$ cat config.mk
export PLATFORM = sky130hd
export DESIGN_NAME = pipe_stage_elastic
export DESIGN_NICKNAME = d
export VERILOG_FILES = /design/src/rtl/pipe_stage_elastic.sv
export SDC_FILE = /design/constraint.sdc
export NUM_CORES = 1
export LEC_CHECK = 0
export CAP_MARGIN = 25
export CORE_MARGIN = 5
export CORE_UTILIZATION = 52
export CTS_CLUSTER_SIZE = 16
export DETAILED_ROUTE_END_ITERATION = 10
export GPL_ROUTABILITY_DRIVEN = 0
export PLACE_DENSITY_LB_ADDON = 0.25
export SYNTH_ARGS = -nofsm -noshare
export SYNTH_HDL_FRONTEND = slang
export SYNTH_SLANG_ARGS = --single-unit
$ cat constraint.sdc
create_clock -name clk -period 12.95 [get_ports clk]
set_input_delay 2.59 -clock clk [delete_from_list [all_inputs] [get_ports clk]]
set_output_delay 2.59 -clock clk [all_outputs]
set_load 0.01 [all_outputs]
$ cat src/rtl/pipe_stage_elastic.sv
`default_nettype none
`timescale 1ns/1ps
// ============================================================================
//  Module      : pipe_stage_elastic
//  Description : Elastic pipeline stage register for the 5-stage MIPS
//                pipeline. Ready/valid handshake on both sides, a head
//                register driving the outputs and a one-entry skid register
//                that catches the in-flight instruction when the head is
//                blocked. Counts stall and flush events with saturating
//                counters. Active clock edge is selectable.
//  Revision    : 1.0  initial release
// ============================================================================
module pipe_stage_elastic #(
    parameter int CTRL_W  = 8,
    parameter int DATA_W  = 96,
    parameter int PC_W    = 18,
    parameter int CNT_W   = 16,
    parameter bit NEGEDGE = 1'b1
) (
    input  logic              clk,
    input  logic              rst,
    input  logic              in_valid,
    output logic              in_ready,
    input  logic [CTRL_W-1:0] in_ctrl,
    input  logic [DATA_W-1:0] in_data,
    input  logic [PC_W-1:0]   in_pc,
    input  logic              flush,
    output logic              out_valid,
    input  logic              out_ready,
    output logic [CTRL_W-1:0] out_ctrl,
    output logic [DATA_W-1:0] out_data,
    output logic [PC_W-1:0]   out_pc,
    output logic [1:0]        occupancy,
    output logic [CNT_W-1:0]  stall_cnt,
    output logic [CNT_W-1:0]  flush_cnt
);

    // Encoding doubles as the occupancy count.
    typedef enum logic [1:0] {
        ST_EMPTY = 2'd0,
        ST_ONE   = 2'd1,
        ST_FULL  = 2'd2
    } state_t;

    // All architectural state of the stage, updated as one vector so the
    // edge-selection logic below stays trivial.
    typedef struct packed {
        state_t            state;
        logic              out_valid;
        logic              in_ready;
        logic [CTRL_W-1:0] head_ctrl;
        logic [DATA_W-1:0] head_data;
        logic [PC_W-1:0]   head_pc;
        logic [CTRL_W-1:0] skid_ctrl;
        logic [DATA_W-1:0] skid_data;
        logic [PC_W-1:0]   skid_pc;
        logic [CNT_W-1:0]  stall_cnt;
        logic [CNT_W-1:0]  flush_cnt;
    } regs_t;

    localparam logic [CNT_W-1:0] c_cnt_max = {CNT_W{1'b1}};
    localparam logic [CNT_W-1:0] c_cnt_one = {{(CNT_W-1){1'b0}}, 1'b1};

    regs_t              r_regs;
    regs_t              w_regs_nxt;
    logic               w_in_xfer;
    logic               w_out_xfer;
    logic               w_stall_evt;
    logic [2:0]         w_flush_add;
    logic [CNT_W+1:0]   w_flush_sum;

    assign w_in_xfer   = in_valid & r_regs.in_ready;
    assign w_out_xfer  = r_regs.out_valid & out_ready;
    assign w_stall_evt = r_regs.out_valid & ~out_ready;

    // Entries discarded by a flush: held entries plus the incoming one,
    // minus a head that leaves downstream on the same edge. The incoming
    // entry counts even when the stage is full and would have ignored it.
    always_comb begin
        w_flush_add = 3'd0;
        if (flush) begin
            w_flush_add = {1'b0, r_regs.state} + {2'b00, in_valid} - {2'b00, w_out_xfer};
        end
    end

    // Single wide sum so the flush counter needs only one saturation test.
    assign w_flush_sum = {2'b00, r_regs.flush_cnt} + {{(CNT_W-1){1'b0}}, w_flush_add};

    // Next-state: occupancy FSM, head/skid loading and event counters.
    always_comb begin
        w_regs_nxt = r_regs;

        if (flush) begin
            // Kill everything; head data/PC stay visible for debug.
            w_regs_nxt.state     = ST_EMPTY;
            w_regs_nxt.head_ctrl = '0;
        end else begin
            case (r_regs.state)
                ST_EMPTY: begin
                    if (w_in_xfer) begin
                        w_regs_nxt.state     = ST_ONE;
                        w_regs_nxt.head_ctrl = in_ctrl;
                        w_regs_nxt.head_data = in_data;
                        w_regs_nxt.head_pc   = in_pc;
                    end
                end
                ST_ONE: begin
                    case ({w_in_xfer, w_out_xfer})
                        2'b11: begin
                            w_regs_nxt.head_ctrl = in_ctrl;
                            w_regs_nxt.head_data = in_data;
                            w_regs_nxt.head_pc   = in_pc;
                        end
                        2'b10: begin
                            // Head blocked: park the newcomer behind it.
                            w_regs_nxt.state     = ST_FULL;
                            w_regs_nxt.skid_ctrl = in_ctrl;
                            w_regs_nxt.skid_data = in_data;
                            w_regs_nxt.skid_pc   = in_pc;
                        end
                        2'b01: begin
                            w_regs_nxt.state     = ST_EMPTY;
                            w_regs_nxt.head_ctrl = '0;
                        end
                        default: begin
                        end
                    endcase
                end
                ST_FULL: begin
                    // in_ready is low here, so only the drain side matters.
                    if (w_out_xfer) begin
                        w_regs_nxt.state     = ST_ONE;
                        w_regs_nxt.head_ctrl = r_regs.skid_ctrl;
                        w_regs_nxt.head_data = r_regs.skid_data;
                        w_regs_nxt.head_pc   = r_regs.skid_pc;
                    end
                end
                default: begin
                    w_regs_nxt.state     = ST_EMPTY;
                    w_regs_nxt.head_ctrl = '0;
                end
            endcase
        end

        // Handshake flags are registered copies of the next occupancy.
        w_regs_nxt.out_valid = (w_regs_nxt.state != ST_EMPTY);
        w_regs_nxt.in_ready  = (w_regs_nxt.state != ST_FULL);

        if (w_stall_evt && (r_regs.stall_cnt != c_cnt_max)) begin
            w_regs_nxt.stall_cnt = r_regs.stall_cnt + c_cnt_one;
        end

        if (w_flush_sum > {2'b00, c_cnt_max}) begin
            w_regs_nxt.flush_cnt = c_cnt_max;
        end else begin
            w_regs_nxt.flush_cnt = w_flush_sum[CNT_W-1:0];
        end
    end

    generate
        if (NEGEDGE) begin : g_negedge
            // State register clocked on the falling edge, async reset.
            always_ff @(negedge clk or posedge rst) begin
                if (rst) begin
                    r_regs          <= '0;
                    r_regs.in_ready <= 1'b1;
                end else begin
                    r_regs <= w_regs_nxt;
                end
            end
        end else begin : g_posedge
            // State register clocked on the rising edge, async reset.
            always_ff @(posedge clk or posedge rst) begin
                if (rst) begin
                    r_regs          <= '0;
                    r_regs.in_ready <= 1'b1;
                end else begin
                    r_regs <= w_regs_nxt;
                end
            end
        end
    endgenerate

    assign in_ready  = r_regs.in_ready;
    assign out_valid = r_regs.out_valid;
    assign out_ctrl  = r_regs.head_ctrl;
    assign out_data  = r_regs.head_data;
    assign out_pc    = r_regs.head_pc;
    assign occupancy = r_regs.state;
    assign stall_cnt = r_regs.stall_cnt;
    assign flush_cnt = r_regs.flush_cnt;

endmodule
`default_nettype wire

### After elaboration in Yosys (flattened, before gate mapping)

Cells that the tools add are included.

* input bits: 127
* flip-flop bits (word level): 280
* output and inout bits: 158

* magnitude comparators: 1
* mux-type cells: 14
* bitwise operators: 5
* equal/unequal tests: 13
* reductions and logical operators: 7
* add/subtract/negate cells: 4

Operator list (count)
* $pmux 114 s3: 1
* $mux 122: 2
* $mux 114: 1
* $pmux 8 s3: 1
* $add 16x3->17: 1
* $gt 17x16->1 const B: 1
* $add 16x1->16 const B: 1
* $mux 16: 1
* $ne 16x16->1 const B: 1
* $pmux 8 s2: 1
* $mux 8: 1
* $eq 2x2->1 const B: 3
* $mux 2: 3
* $ne 2x2->1 const B: 3
* $ne 3x3->1 const B: 2
* $pmux 2 s3: 1
* $reduce_and 3->1: 2
* $reduce_and 5->1: 1
* $eq 2x1->1 const B: 2
* $ne 4x2->1 const B: 1
* $pmux 2 s2: 1
* $add 2x1->3: 1
* $and 1x1->1: 3
* $mux 3: 1
* other kinds (7): 8

### Depth between registers and ports, before layout

* word-level depth: 6
* depth in mapped cells: 13

==> impl_metrics.csv <==
group,metric,value,unit
global_route,track_usage,0.202,
synth,synth-seq-cells,280,
pwr,combPwrFrac,0.244,
synth,netlist.area_leader.share,0.518,
pwr,cellInternalPower,2100,uW
route,drtAntennaViolNets,0,
clock_network,cts_root_buf,"clkbuf_16",
global_route,grt_pass1_vias,8986,
clock_network,htree_levels,1,
timing,slew_headroom,0.275,
route,drtIter0Drc,611,
clock_network,cts_resized,0,
pwr,p_clk_frac,0.304,
timing,finalHoldViolations,0,
critical_path,end_kind,"flip-flop",
run_status,status,"finished clean",
global_route,overflow,0,
critical_path,path_max_fanout,10,
synth,syn-num-nets,1297,
finish,utilization,0.636,
route,vias_per_cell,5.52,
route,drc,0,
pwr,swShare,0.274,
synth,yosys.cell_types.count,46,
die,io_pins,285,
clock_network,post_cts_buffers,0,
finish,n_antenna_cell,0,
pwr,seqPwrFrac,0.452,
pwr,power.static_leakage,0.00713,uW
critical_path,critPathLaunchType,"input port",
finish,nets,1403,
route,dr.pass1.iters,4,
global_route,grt_max_degree,104,
job,maxCapViolations,0,
synth,synth_edf_count,0,
synth,synthArstFlopShare,1.00,
critical_path,cp_data_arrival_time,5.91,ns
timing,report.final.slew_viol_count,0,
place,port_buffers,284,
synth,avgSynthCellArea,11.6,um^2
synth,ys.flop_type,"dfrtn_1",
clock_network,clk_pin_slew_worst_paths,0.05,ns
route,post_drt_wl_per_cell,18.9,um
worst_hold_path,min_path_cells,1,
clock_network,cts_tree,"yes",
finish,areaGrowthSynthToFinish,21.5,%
synth,synth_top_area_cell,"dfrtn_1",
place,dp_hpwl,19700,um
die,rows,59,
die,die-area,29200,um^2
finish,drive_gt1_frac,0.157,
timing,rsz0062_at_grt,"no",
die,start_util,0.523,
timing,max_slew.worst_pin.slew,1.09,ns
pwr,ir_worst_vdd,0.114,mV
clock_network,cts_buffer_depth,3,
clock_network,postCtsHoldBufs,0,
clock_network,clock_latency,0.58,ns
timing,hold_ws,0.451,ns
clock_network,clock_sinks,280,
clock_network,numCtsBuffers,29,
global_route,antenna_found_initial,1,
die,die_w,171,um
critical_path,required,7.02,ns
route,wirelength,30700,um
synth,mappedNetlistArea,13500,um^2
route,vias,8957,
finish,final_cell_mix,"283 x clkdlybuf4s50_1, 279 x dfrtn_1, 173 x o21ai_0",
timing,fin_skew,0.0503,ns
timing,setup-violations-final,0,
pwr,p_sw,791,uW
critical_path,reg2reg_depth,12,
die,core_area,25800,um^2
synth,ys_top_cells_by_area,"dfrtn_1 52%, mux2_2 11%, buf_4 9.2%",
global_route,grt_pass1_wl,48200,um
die,die_y,171,um
synth,yosysSeqAreaShare,0.520,
timing,finalSetupTns,0,ns
worst_hold_path,hp-class,"flip-flop to flip-flop",
pwr,powerDensity,176,nW/um^2
finish,layout_commonest_cell,"clkdlybuf4s50_1",
synth,ys_warn_count,0,
synth,syn-instance-count,1160,
critical_path,worst-setup-path-type,"input port to flip-flop",
-- cell type report --
type / count / area (um^2)
Sequential cell: 280 / 7010
Multi-Input combinational cell: 645 / 4910
Inverter: 8 / 33.8
Clock inverter: 15 / 205
Clock buffer: 39 / 803
Timing Repair Buffer: 301 / 2990
Tap cell: 335 / 419
Fill cell: 2055 / 9390
-- logic make-up after synthesis --
kind of cell,Yosys count,synth area share
flip-flops,280,0.520
AO/OA/AOI/OAI,278,0.109
multiplexers,241,0.191
buffers and inverters,235,0.118
AND/OR/NAND/NOR,97,0.0401
XOR/XNOR,19,0.0123
adder cells (fa/ha/maj),10,0.0104
-- synthesized netlist by cell type (all sizes together), types with 2 or more instances --
cell type and n:
buf 196, inv 9, mux2 126, nand3 9, nor3 4, a21boi 2
nand2b 5, nand3b 2, mux2i 115, o21ai 234, xnor2 15, and4 5
nand2 23, clkbuf 30, and2 8, ha 8, a21oi 12, nor4 2
fa 2, nand4 12, nor2b 3, nor2 18, a31oi 5, a211oi 11
dfrtn 279, a22oi 7, and3 2, xor2 4, nand4b 2
-- metrics by stage --
stage | power, uW | worst slack (ns) | cells | cell area, um^2
after floorplan | 1810 | 0.334 | 1160 | 13500
after global placement | 2000 | 0.625 | 1569 | 15400
after detailed placement | 2030 | 0.557 | 1570 | 15400
after CTS | 2920 | 1.12 | 1623 | 16400
after global routing | 3040 | 0.859 | 1623 | 16400
final | 2890 | 1.11 | 1623 | 16400
-- power by group through the flow --
stage                     Combinational [uW]  Sequential [uW]  Clock, uW
after CTS                                716             1310        896
final                                    705             1310        877
after detailed placement                 712             1320      0.966
after floorplan                          534             1270      0.966
after global routing                     769             1340        935
after global placement                   693             1310      0.966
-- flip-flops by register name (all words and copies together), names as in the netlist --
register / count
r_regs: 122
out_data: 96
out_pc: 18
flush_cnt: 16
stall_cnt: 16
out_ctrl: 8
occupancy: 2
in_ready: 1
out_valid: 1
-- worst max-delay path, cell delays in order --
cell and delay (ns):
clkdlybuf4s50_1 0.54, nand2_1 0.15, ha_1 0.31, ha_1 0.19, fa_1 0.38, xnor2_1 0.13
and2_1 0.17, ha_1 0.34, a21oi_1 0.12, nor4_2 0.40, nand4_1 0.27, buf_4 0.25
o21ai_0 0.08
-- routing by layer --
layer | global-route usage | routed length (um) | vias up | share of wire
met3 | 0.0504 | 2250 | 56 | 0.073
met5 | 0 | 18 | - | 0.00059
met1 | 0.273 | 12900 | 4501 | 0.42
met4 | 0.0617 | 884 | 2 | 0.029
li1 | - | - | 4158 | -
met2 | 0.324 | 14600 | 240 | 0.48
-- worst paths after layout --
path	from	to	slack, ns
setup / recovery	out_ready	flush_cnt[5]	1.11
hold / removal	r_regs[84]	r_regs[84]	0.45
setup reg to reg	occupancy[0]	flush_cnt[5]	9.52
max in group asynchronous	rst	out_data[92]	3.41
hold reg to reg	r_regs[84]	r_regs[84]	0.45
min in group asynchronous	rst	r_regs[146]	8.95
No activity file was read; power rests on OpenSTA's default activity.
